<file path="config.mk">
export PLATFORM = sky130hd
export DESIGN_NAME = cpu_mem_bridge
export DESIGN_NICKNAME = d
export VERILOG_FILES = /design/src/rtl/cpu_mem_bridge.sv
export SDC_FILE = /design/constraint.sdc
export NUM_CORES = 1
export LEC_CHECK = 0
export BUFFER_PORTS_ARGS = -buffer_cell sky130_fd_sc_hd__buf_2
export CELL_PAD_IN_SITES_DETAIL_PLACEMENT = 0
export CELL_PAD_IN_SITES_GLOBAL_PLACEMENT = 1
export CORE_ASPECT_RATIO = 1.4
export CORE_MARGIN = 5
export CORE_UTILIZATION = 38
export DETAILED_ROUTE_END_ITERATION = 16
export GPL_TIMING_DRIVEN = 0
export MAX_ROUTING_LAYER = met4
export PLACE_DENSITY_LB_ADDON = 0.1
export SLEW_MARGIN = 40
export SYNTH_ARGS = -nofsm -noshare
export SYNTH_HDL_FRONTEND = slang
export SYNTH_SLANG_ARGS = --single-unit
</file>
<file path="constraint.sdc">
create_clock -name clk -period 4.8 [get_ports clk]
set_input_delay 0.24 -clock clk [delete_from_list [all_inputs] [get_ports clk]]
set_output_delay 0.24 -clock clk [all_outputs]
set_load 0.02 [all_outputs]
</file>
<file path="src/rtl/cpu_mem_bridge.sv">
// Bridges the CPU fetch and data channels onto one single-port memory bus.
// One bus transaction is in flight at a time. Read responses are buffered until the
// CPU accepts them, and a watchdog turns a lost read response into an error word.
module cpu_mem_bridge #(
  parameter int unsigned TIMEOUT  = 1023,
  parameter logic [31:0] ERR_DATA = 32'h0000_0013
) (
  input  logic        clk,
  input  logic        rst,
  // Instruction fetch channel
  input  logic [31:0] PC,
  input  logic        Inst_Req_Valid,
  output logic        Inst_Req_Ready,
  output logic [31:0] Instruction,
  output logic        Inst_Valid,
  input  logic        Inst_Ready,
  // Data channel
  input  logic [31:0] Address,
  input  logic        MemWrite,
  input  logic [31:0] Write_data,
  input  logic [3:0]  Write_strb,
  input  logic        MemRead,
  output logic        Mem_Req_Ready,
  output logic [31:0] Read_data,
  output logic        Read_data_Valid,
  input  logic        Read_data_Ready,
  // Shared memory bus
  output logic        mem_req_valid,
  input  logic        mem_req_ready,
  output logic [31:0] mem_addr,
  output logic        mem_wen,
  output logic [31:0] mem_wdata,
  output logic [3:0]  mem_wstrb,
  input  logic        mem_rsp_valid,
  input  logic [31:0] mem_rdata,
  output logic [31:0] timeout_cnt
);

  typedef enum logic [2:0] {
    StIdle,
    StReq,
    StAck,
    StWait,
    StRsp
  } state_e;

  state_e      state_q;
  logic        sel_q;          // 1: fetch owns the transaction, 0: data channel
  logic [31:0] addr_q;
  logic        wen_q;
  logic [31:0] wdata_q;
  logic [3:0]  wstrb_q;
  logic [31:0] buf_q;          // response buffer, also holds ERR_DATA on timeout
  logic [31:0] wdog_q;
  logic [31:0] timeout_cnt_q;

  // The bus is word addressed; the low address bits carry no information.
  logic unused_addr_bits;
  assign unused_addr_bits = ^{Address[1:0], PC[1:0]};

  // Transaction FSM: arbitration, latching, bus handshake, watchdog and response buffer.
  always_ff @(posedge clk) begin
    if (rst) begin
      state_q       <= StIdle;
      sel_q         <= 1'b0;
      addr_q        <= '0;
      wen_q         <= 1'b0;
      wdata_q       <= '0;
      wstrb_q       <= '0;
      buf_q         <= '0;
      wdog_q        <= '0;
      timeout_cnt_q <= '0;
    end else begin
      unique case (state_q)
        StIdle: begin
          // Data beats fetch; a read+write collision is treated as a write.
          if (MemRead || MemWrite) begin
            sel_q   <= 1'b0;
            addr_q  <= {Address[31:2], 2'b00};
            wen_q   <= MemWrite;
            wdata_q <= MemWrite ? Write_data : '0;
            wstrb_q <= MemWrite ? Write_strb : '0;
            state_q <= StReq;
          end else if (Inst_Req_Valid) begin
            sel_q   <= 1'b1;
            addr_q  <= {PC[31:2], 2'b00};
            wen_q   <= 1'b0;
            wdata_q <= '0;
            wstrb_q <= '0;
            state_q <= StReq;
          end
        end
        StReq: begin
          if (mem_req_ready) state_q <= StAck;
        end
        StAck: begin
          if (wen_q) begin
            state_q <= StIdle;
          end else begin
            wdog_q  <= '0;
            state_q <= StWait;
          end
        end
        StWait: begin
          // A response in the same cycle as the timeout wins.
          if (mem_rsp_valid) begin
            buf_q   <= mem_rdata;
            state_q <= StRsp;
          end else if (wdog_q == 32'(TIMEOUT)) begin
            buf_q   <= ERR_DATA;
            if (timeout_cnt_q != '1) timeout_cnt_q <= timeout_cnt_q + 32'd1;
            state_q <= StRsp;
          end else begin
            wdog_q <= wdog_q + 32'd1;
          end
        end
        StRsp: begin
          if (sel_q ? Inst_Ready : Read_data_Ready) state_q <= StIdle;
        end
        default: state_q <= StIdle;
      endcase
    end
  end

  // Outputs decode only the state and latched fields, never the CPU inputs.
  assign mem_req_valid   = (state_q == StReq);
  assign mem_addr        = addr_q;
  assign mem_wen         = wen_q;
  assign mem_wdata       = wdata_q;
  assign mem_wstrb       = wstrb_q;

  assign Inst_Req_Ready  = (state_q == StAck) &&  sel_q;
  assign Mem_Req_Ready   = (state_q == StAck) && !sel_q;
  assign Inst_Valid      = (state_q == StRsp) &&  sel_q;
  assign Read_data_Valid = (state_q == StRsp) && !sel_q;
  assign Instruction     = buf_q;
  assign Read_data       = buf_q;
  assign timeout_cnt     = timeout_cnt_q;

endmodule

</file>
### Yosys cells after proc, flatten, opt, wreduce, memory -nomap -nowiden

Index checks and enable logic that the tools add are counted.

* flip-flop bits (word level): 169
* input bits: 141

* add/subtract/negate cells: 2
* eq/ne operators: 13
* multiplexer cells: 27
* bitwise gates (word level): 1
* reductions and logical operators: 15

Operator list (number)
* $mux 32: 10
* $add 32x1->32 const B: 2
* $pmux 32 s2: 1
* $eq 32x10->1 const B: 1
* $ne 32x32->1 const B: 1
* $mux 3: 6
* $pmux 3 s5: 1
* $mux 4: 3
* $reduce_and 4->1: 3
* $ne 2x2->1 const B: 4
* $eq 3x2->1 const B: 2
* $ne 3x3->1 const B: 2
* $reduce_bool 2->1: 3
* $mux 1: 5
* $logic_and 1x1->1: 4
* $reduce_and 2->1: 2
* $eq 3x1->1 const B: 1
* $eq 3x3->1 const B: 1
* $logic_not 3->1: 1
* $mux 2: 1
* $ne 2x1->1 const B: 1
* $logic_not 1->1: 1
* $logic_or 1x1->1: 1
* $not 1->1: 1

### Logic depth before layout (Yosys ltp)

Gate-level depths: netlist (run 1).

* word-level depth: 4
* depth in mapped cells: 10
* gate-level depth less buffers: 6

### Worst setup path before layout (run 1)

OpenSTA, ideal clock, no wires.

* path kind: register to register
* start: register wdog_q[17]
* end: register buf_q[22] (netlist: Instruction[22])
* setup time: 117 ps
* data arrival time: 2375 ps
* setup slack: 2308 ps
* cell stages (with the launch flop): 9
* path through: dfxtp_1 > or4_4 > or4_1 > buf_2 > o41ai_4 > a21oi_2 > buf_6 > buf_6 > a22o_1

* cells in the longest elaborated chain, start to end: 3

RTL lines
* start, declared: RTL line 54 `logic [31:0] wdog_q;`
* start signal, assigned: RTL line 114 `wdog_q <= wdog_q + 32'd1;`
* $eq 32x10->1: RTL line 109 `end else if (wdog_q == 32'(TIMEOUT)) begin`
* $reduce_bool 2->1 (no source line)
* $reduce_and 2->1 (no source line)
* end signal, assigned: RTL line 107 `buf_q <= mem_rdata;`
* end, declared: RTL line 53 `logic [31:0] buf_q;`

No other way between the ends.
A chain may end at the register's enable or synchronous reset.

### Worst setup path in the final report (run 1)

* start: register state_q[1]
* end: register timeout_cnt_q[23] (netlist: timeout_cnt[23])

* cells in the longest elaborated chain, start to end: 2

RTL lines
* start, declared: RTL line 47 `state_e state_q;`
* start signal, assigned: RTL line 64 `state_q <= StIdle;`
* start signal, assigned: RTL line 83 `state_q <= StReq;`
* start signal, assigned: RTL line 90 `state_q <= StReq;`
* $eq 3x2->1: RTL line 74 `unique case (state_q)`
* $reduce_and 4->1 (no source line)
* end signal, assigned: RTL line 111 `if (timeout_cnt_q != '1) timeout_cnt_q <= timeout_cnt_q + 32'd1;`
* end, declared: RTL line 55 `logic [31:0] timeout_cnt_q;`

No other way between the ends.

==> flow_summary_export.csv, run 1 <==
group,metric,value,unit
yosys,synthAdderAreaFrac,0.329,%
yosys,synth_edf_count,0,
floorplanning,start_util,38.4,%
floorplanning,ioPinCount,311,
yosys,synth-seq-cells,167,
flow_run,max_cap_viol_count,0,
floorplanning,rows,61,
power,powerDensity,429,nW/µm²
clocking,postCtsHoldBufs,0,
final_layout,fin_util,50.7,%
timing,rsz0062_at_grt,"no",
yosys,syn_avg_cell_area,8.72,µm²
timing,finalSetupViolCount,0,
timing,post-route-period-util,66.4,%
yosys,synth_compound_area_share,18.3,%
final_layout,final_nets,1338,
critical_path,worstPathMaxFanout,10,
power,fin_total_pwr,0.00430,W
clocking,cts_tree,"done",
placement,io_buffers,304,
clocking,cts-resized-gates,0,
yosys,synthFlopType,"dfxtp_1",
timing,worst_pin_slew,0.744,ns
timing,min_period,3.19,ns
placement,gp_congestion,0.846,
timing,skew,0.00958,ns
clocking,root_buffer,"clkbuf_16",
clocking,cts.sinks,167,
clocking,clkTransAtPathRegs,0.07,ns
clocking,post_cts_buffers,0,
yosys,synth-async-reset-ratio,0,%
clocking,numCtsBuffers,17,
yosys,synth_top_family_by_area,"simple AND/OR/NAND/NOR gates",
final_layout,final_common_cell,"buf_2",
floorplanning,die_x,129,µm
routing,ant_nets,0,
global_route,grt_pass1_vias,7227,
clocking,clk_latency,0.43,ns
placement,pre_cts_ws,1.68,ns
routing,wirelength,24.8,mm
yosys,yosysSeqAreaShare,44.0,%
yosys,synthMuxAreaShare,5.54,%
timing,setup_ws,1.61,ns
yosys,synth_xor_area_share,1.27,%
outcome,status,"completed",
routing,vias,7649,
min_path,hold_path_class,"input pin to flop",
global_route,grt_usage,21.4,%
yosys,synthSimpleGateAreaFrac,23.1,%
critical_path,cp-end-kind,"flop",
routing,via_per_inst,5.24,
global_route,antenna_found_initial,1,
clocking,htree_levels,4,
placement,hpwlAfterDp,19.4,mm
power,ir_drop,300,µV
final_layout,areaGrowthSynthToFinish,32.0,%
routing,wl_per_cell,17.0,µm
routing,route.detailed.drc,0,
timing,drv_slew,0,
final_layout,instances_no_fill,1461,
routing,dr.pass1.iters,5,
yosys,synthCells,871,
global_route,gr-total-overflow,0,
final_layout,mostFrequentLayoutCells,"buf_2 (310), dfxtp_1 (167), a21oi_1 (75), nor2_1 (72), nand2_1 (69)",
yosys,synthDistinctLibCells,55,
global_route,grt_pass1_wl,38.2,mm
critical_path,path_class,"flop to flop",
critical_path,arrival,3.48,ns
timing,fmax,0.314,GHz
routing,drt_iter0_drc,412,
global_route,grt_max_degree,18,
floorplanning,die_y,177,µm
critical_path,critPathLaunchType,"flop",
timing,slew-limit-headroom,50.2,%
final_layout,drive_gt1_share,32.9,%
power,total_leakage_power,4.46,nW
timing,hold_violations,0,
floorplanning,coreArea,19800,µm²
timing,fin_setup_tns,0,ns
yosys,yosysWarnings,0,
placement,dp_cells,1428,
critical_path,worstPathRequired,5.09,ns
clocking,clk_path_buf_depth,2,
floorplanning,dieArea,23000,µm²
yosys,synth_area,7590,µm²
## synth_stat cells (5+ instances only)
master,n,area (µm²)
xor2_1,6,52.6
buf_2,6,30.0
or3_1,8,50.1
or4_1,32,240
and3_1,11,68.8
nor4_1,12,75.1
clkbuf_1,55,206
inv_1,10,37.5
a211oi_1,36,270
nor2_1,72,270
dfxtp_1,167,3340
a21oi_1,75,375
mux2i_1,33,330
nand3_1,67,335
mux2_2,8,90.1
buf_4,34,255
o31ai_1,28,210
nor2b_1,8,50.1
and4_1,8,70.1
a22o_1,29,254
o211ai_1,10,75.1
o21ai_0,7,35.0
xnor2_1,5,43.8
nand4_1,25,156
nor3_1,8,40.0
nand2_1,69,259
## worst max-delay path, stage by stage, from the launching register on
cell,delay [ns]
dfxtp_1,0.45
nor4bb_1,0.29
clkbuf_1,0.35
and3_1,0.20
buf_2,0.23
nand3_1,0.40
clkbuf_1,0.37
clkbuf_1,0.33
o31ai_1,0.32
a21oi_1,0.09
## final timing paths
check | from | endpoint | slack [ns] | cells after the start
min | mem_rdata[18] | Instruction[18]$_SDFFE_PP0P_ | 0.02 | 2
max | state_q[1]$_SDFFE_PP0P_ | timeout_cnt[23]$_SDFFE_PP0P_ | 1.61 | 9
max reg2reg | state_q[1]$_SDFFE_PP0P_ | timeout_cnt[23]$_SDFFE_PP0P_ | 1.61 | 9
min reg2reg | mem_wdata[11]$_SDFFE_PP0P_ | mem_wdata[11]$_SDFFE_PP0P_ | 0.45 | 2
## routing by layer
| layer | vias to the layer above | GRT usage (%) | wire length (µm) |
|---|---|---|---|
| met3 | 28 | 5.59 | 1880 |
| met2 | 249 | 37.9 | 12900 |
| li1 | 3846 | - | - |
| met4 | 0 | 6.41 | 427 |
| met1 | 3526 | 23.5 | 9590 |
| met5 | - | - | 0 |
## layout make-up
type | count | area (µm²)
multi-input combinational | 596 | 3710
buffer | 99 | 522
tap | 252 | 315
clock inverter | 14 | 135
sequential | 167 | 3340
inverter | 10 | 37.5
fill | 2015 | 9740
antenna | 1 | 2.50
clock buffer | 18 | 439
timing repair buffer | 304 | 1520
## cell families after synthesis
group | Yosys count
AOI/OAI and AO/OA | 203
and+or+nand+nor | 337
adders and majority gates | 2
other | 1
muxes | 41
xor gates and xnor gates | 11
DFF | 167
buffers and inverters | 109
## report_power, final
| part | switching [W] | internal, W | total [W] | leakage (nW) |
|---|---|---|---|---|
| registers | 0.000105 | 0.00157 | 0.00168 | 1.36 |
| clock network | 0.000634 | 0.000702 | 0.00134 | 0.282 |
| logic | 0.000866 | 0.000421 | 0.00129 | 2.82 |
| total | 0.00160 | 0.00270 | 0.00430 | 4.46 |
## flip-flops by register name, summed over array words and instances, names as in the netlist
register,cells
mem_wdata,32
mem_wstrb,4
Instruction,32
mem_addr,30
wdog_q,32
mem_wen,1
sel_q,1
timeout_cnt,32
state_q,3
## metrics by stage
step                hold WS (ns)  instance area [µm²]
floorplan                  0.373                 7600
global placement           0.436                 9440
detailed placement         0.442                 9440
CTS                      0.00388                10000
global route              0.0118                10000
finish                    0.0212                10000
Note: power is estimated with default switching activity, not from simulation.
==> run 2, diff against run 1 <==
--- a/config.mk
+++ b/config.mk
@@ -10,7 +10,7 @@
 export CELL_PAD_IN_SITES_GLOBAL_PLACEMENT = 1
 export CORE_ASPECT_RATIO = 1.4
 export CORE_MARGIN = 5
-export CORE_UTILIZATION = 38
+export CORE_UTILIZATION = 31
 export DETAILED_ROUTE_END_ITERATION = 16
 export GPL_TIMING_DRIVEN = 0
 export MAX_ROUTING_LAYER = met4
==> constraint.sdc (replaced) <==
create_clock -name clk -period 2.9 [get_ports clk]
set_input_delay 0.145 -clock clk [delete_from_list [all_inputs] [get_ports clk]]
set_output_delay 0.145 -clock clk [all_outputs]
set_load 0.02 [all_outputs]
==> flow_summary_export.csv, run 2 (synthesis results as in run 1) <==
group,metric,value,unit
routing,ant_nets,0,
global_route,gr-total-overflow,0,
final_layout,mostFrequentLayoutCells,"buf_2 (312), dfxtp_1 (167), a21oi_1 (75), nor2_1 (71), nand2_1 (69)",
global_route,antenna_found_initial,0,
power,p_sw_share,35.6,%
critical_path,cp-end-kind,"flop",
power,clockPowerShare,31.3,%
placement,io_buffers,304,
placement,pre_cts_ws,-0.298,ns
placement,place_area,9510,µm²
global_route,grt_pass1_wl,42.1,mm
final_layout,areaGrowthSynthToFinish,42.0,%
final_layout,drive_gt1_share,32.0,%
power,powerDensity,676,nW/µm²
clocking,clk_path_buf_depth,2,
clocking,cts_tree,"done",
clocking,clk_latency,0.42,ns
timing,drv_slew,0,
clocking,numCtsBuffers,17,
routing,route.detailed.drc,0,
clocking,cts.sinks,167,
timing,skew,0.00973,ns
final_layout,fillers,2398,
final_layout,final_cell_area,10800,µm²
clocking,htree_levels,4,
final_layout,multi_input_area,3740,µm²
power,comb_power_share,30.6,%
critical_path,arrival,3.06,ns
power,power.net_switching,0.00260,W
timing,finalSetupViolCount,0,
final_layout,final_common_cell,"buf_2",
clocking,post_cts_buffers,0,
timing,timing.hold.ws,0.0175,ns
global_route,grt_pass1_vias,7812,
flow_run,max_cap_viol_count,0,
power,fin_total_pwr,0.00730,W
placement,gp_congestion,0.814,
critical_path,cp_slowest_cell,"or4_4",
clocking,clkTransAtPathRegs,0.07,ns
routing,via_per_inst,5.00,
timing,worst_pin_slew,0.820,ns
timing,post-route-period-util,95.1,%
critical_path,worstPathMaxFanout,10,
final_layout,final_nets,1401,
floorplanning,die_x,142,µm
floorplanning,ioPinCount,311,
timing,setup_ws,0.142,ns
critical_path,worstPathRequired,3.21,ns
global_route,grt_max_degree,17,
power,ir_drop,567,µV
global_route,grt_usage,19.4,%
floorplanning,start_util,31.6,%
critical_path,path_class,"flop to flop",
timing,min_period,2.76,ns
clocking,root_buffer,"clkbuf_16",
routing,drt_iter0_drc,275,
floorplanning,rows,67,
routing,wl_per_cell,16.9,µm
routing,wirelength,26.7,mm
critical_path,critical_path.cell_chain,"or4_4 > or4_1 > buf_2 > o41ai_4 > a21oi_2 > buf_6 > buf_6 > a22o_1",
placement,hpwlAfterDp,20.3,mm
min_path,hold_path_class,"input pin to flop",
final_layout,fin_util,44.8,%
power,total_leakage_power,4.75,nW
final_layout,n_antenna_cell,0,
outcome,status,"completed",
floorplanning,dieArea,27800,µm²
routing,vias,7899,
floorplanning,die_y,195,µm
power,p_seq_share,38.1,%
critical_path,cpPeakStageDelay,0.55,ns
timing,hold_violations,0,
critical_path,critPathLaunchType,"flop",
critical_path,cp_common_cell,"buf_6",
floorplanning,coreArea,24100,µm²
power,p_int,0.00469,W
routing,dr.pass1.iters,4,
timing,fmax,0.363,GHz
final_layout,seq_area,3340,µm²
timing,slew-limit-headroom,45.1,%
[run 2: cell types whose count changed in the layout (fill, tap and decap cells not counted), moves of 2 or more]
| cell | before | now |
|---|---|---|
| inv_6 | 4 | 0 |
| clkbuf_8 | 1 | 3 |
| clkbuf_1 | 55 | 48 |
| clkinvlp_4 | 1 | 3 |
| clkbuf_2 | 0 | 6 |
| inv_8 | 4 | 0 |
| buf_2 | 310 | 312 |
| clkinv_2 | 1 | 3 |
| dlygate4sd3_1 | 0 | 63 |
| nor4_1 | 12 | 10 |
| bufinv_16 | 0 | 2 |
[run 2: power groups by stage]
stage	combinational (W)	clock [W]	sequential, W
2_1_floorplan	0.00103	0	0.00317
3_3_place_gp	0.00221	0	0.00282
3_5_place_dp	0.00220	0	0.00282
4_1_cts	0.00227	0.00237	0.00278
5_1_grt	0.00246	0.00247	0.00282
6_report	0.00223	0.00229	0.00278
[run 2: routing by layer]
metal  wire, µm  vias to the layer above  part of all wire [%]  GRT usage, %
met5          0                        -                     0             -
met4        387                        0                   1.5          5.44
met3       2100                       20                   7.9          5.33
met2      13200                      271                    49          33.0
met1      11000                     3624                    41          22.2
li1           -                     3984                     -             -
[run 2: worst max-delay path, delay by kind of cell, from the launching register on]
family	cells	cell delay, ns
flops	1	0.38
simple gates	2	1.03
compound gates	3	0.71
buf+inv	3	0.52
[run 2: timing repair]
item                                    CTS  global route
resized for setup                         4            17
pin swaps                                 0             0
endpoints found under the setup margin   29            34
hold buffers                             63             0
endpoints found under the hold margin    63             0
[run 2: area by class of cell]
class                      count  area share, %
sequential                   167           31.0
clock buffer                  21           4.36
clock inverter                11           1.15
tap                          310           3.60
buffer                        99           4.93
multi-input combinational    596           34.7
inverter                      10          0.348
timing repair buffer         367           20.0
[run 2: path summary, 6_finish.rpt]
check                            start                      endpoint  slack, ns  cells past startpoint
min                      Write_data[7]     mem_wdata[7]$_SDFFE_PP0P_       0.02                      3
max reg2reg    wdog_q[17]$_SDFFE_PP0P_  Instruction[27]$_SDFFE_PP0P_       0.14                      8
max            wdog_q[17]$_SDFFE_PP0P_  Instruction[27]$_SDFFE_PP0P_       0.14                      8
min reg2reg  mem_wdata[3]$_SDFFE_PP0P_     mem_wdata[3]$_SDFFE_PP0P_       0.45                      2
[run 2: per-stage QoR]
stage | TNS (ns) | cells
after floorplan | 0 | 872
after global placement | -6.23 | 1486
after detailed placement | -6.15 | 1486
after CTS | 0 | 1581
after global routing | -0.00107 | 1581
final | 0 | 1581
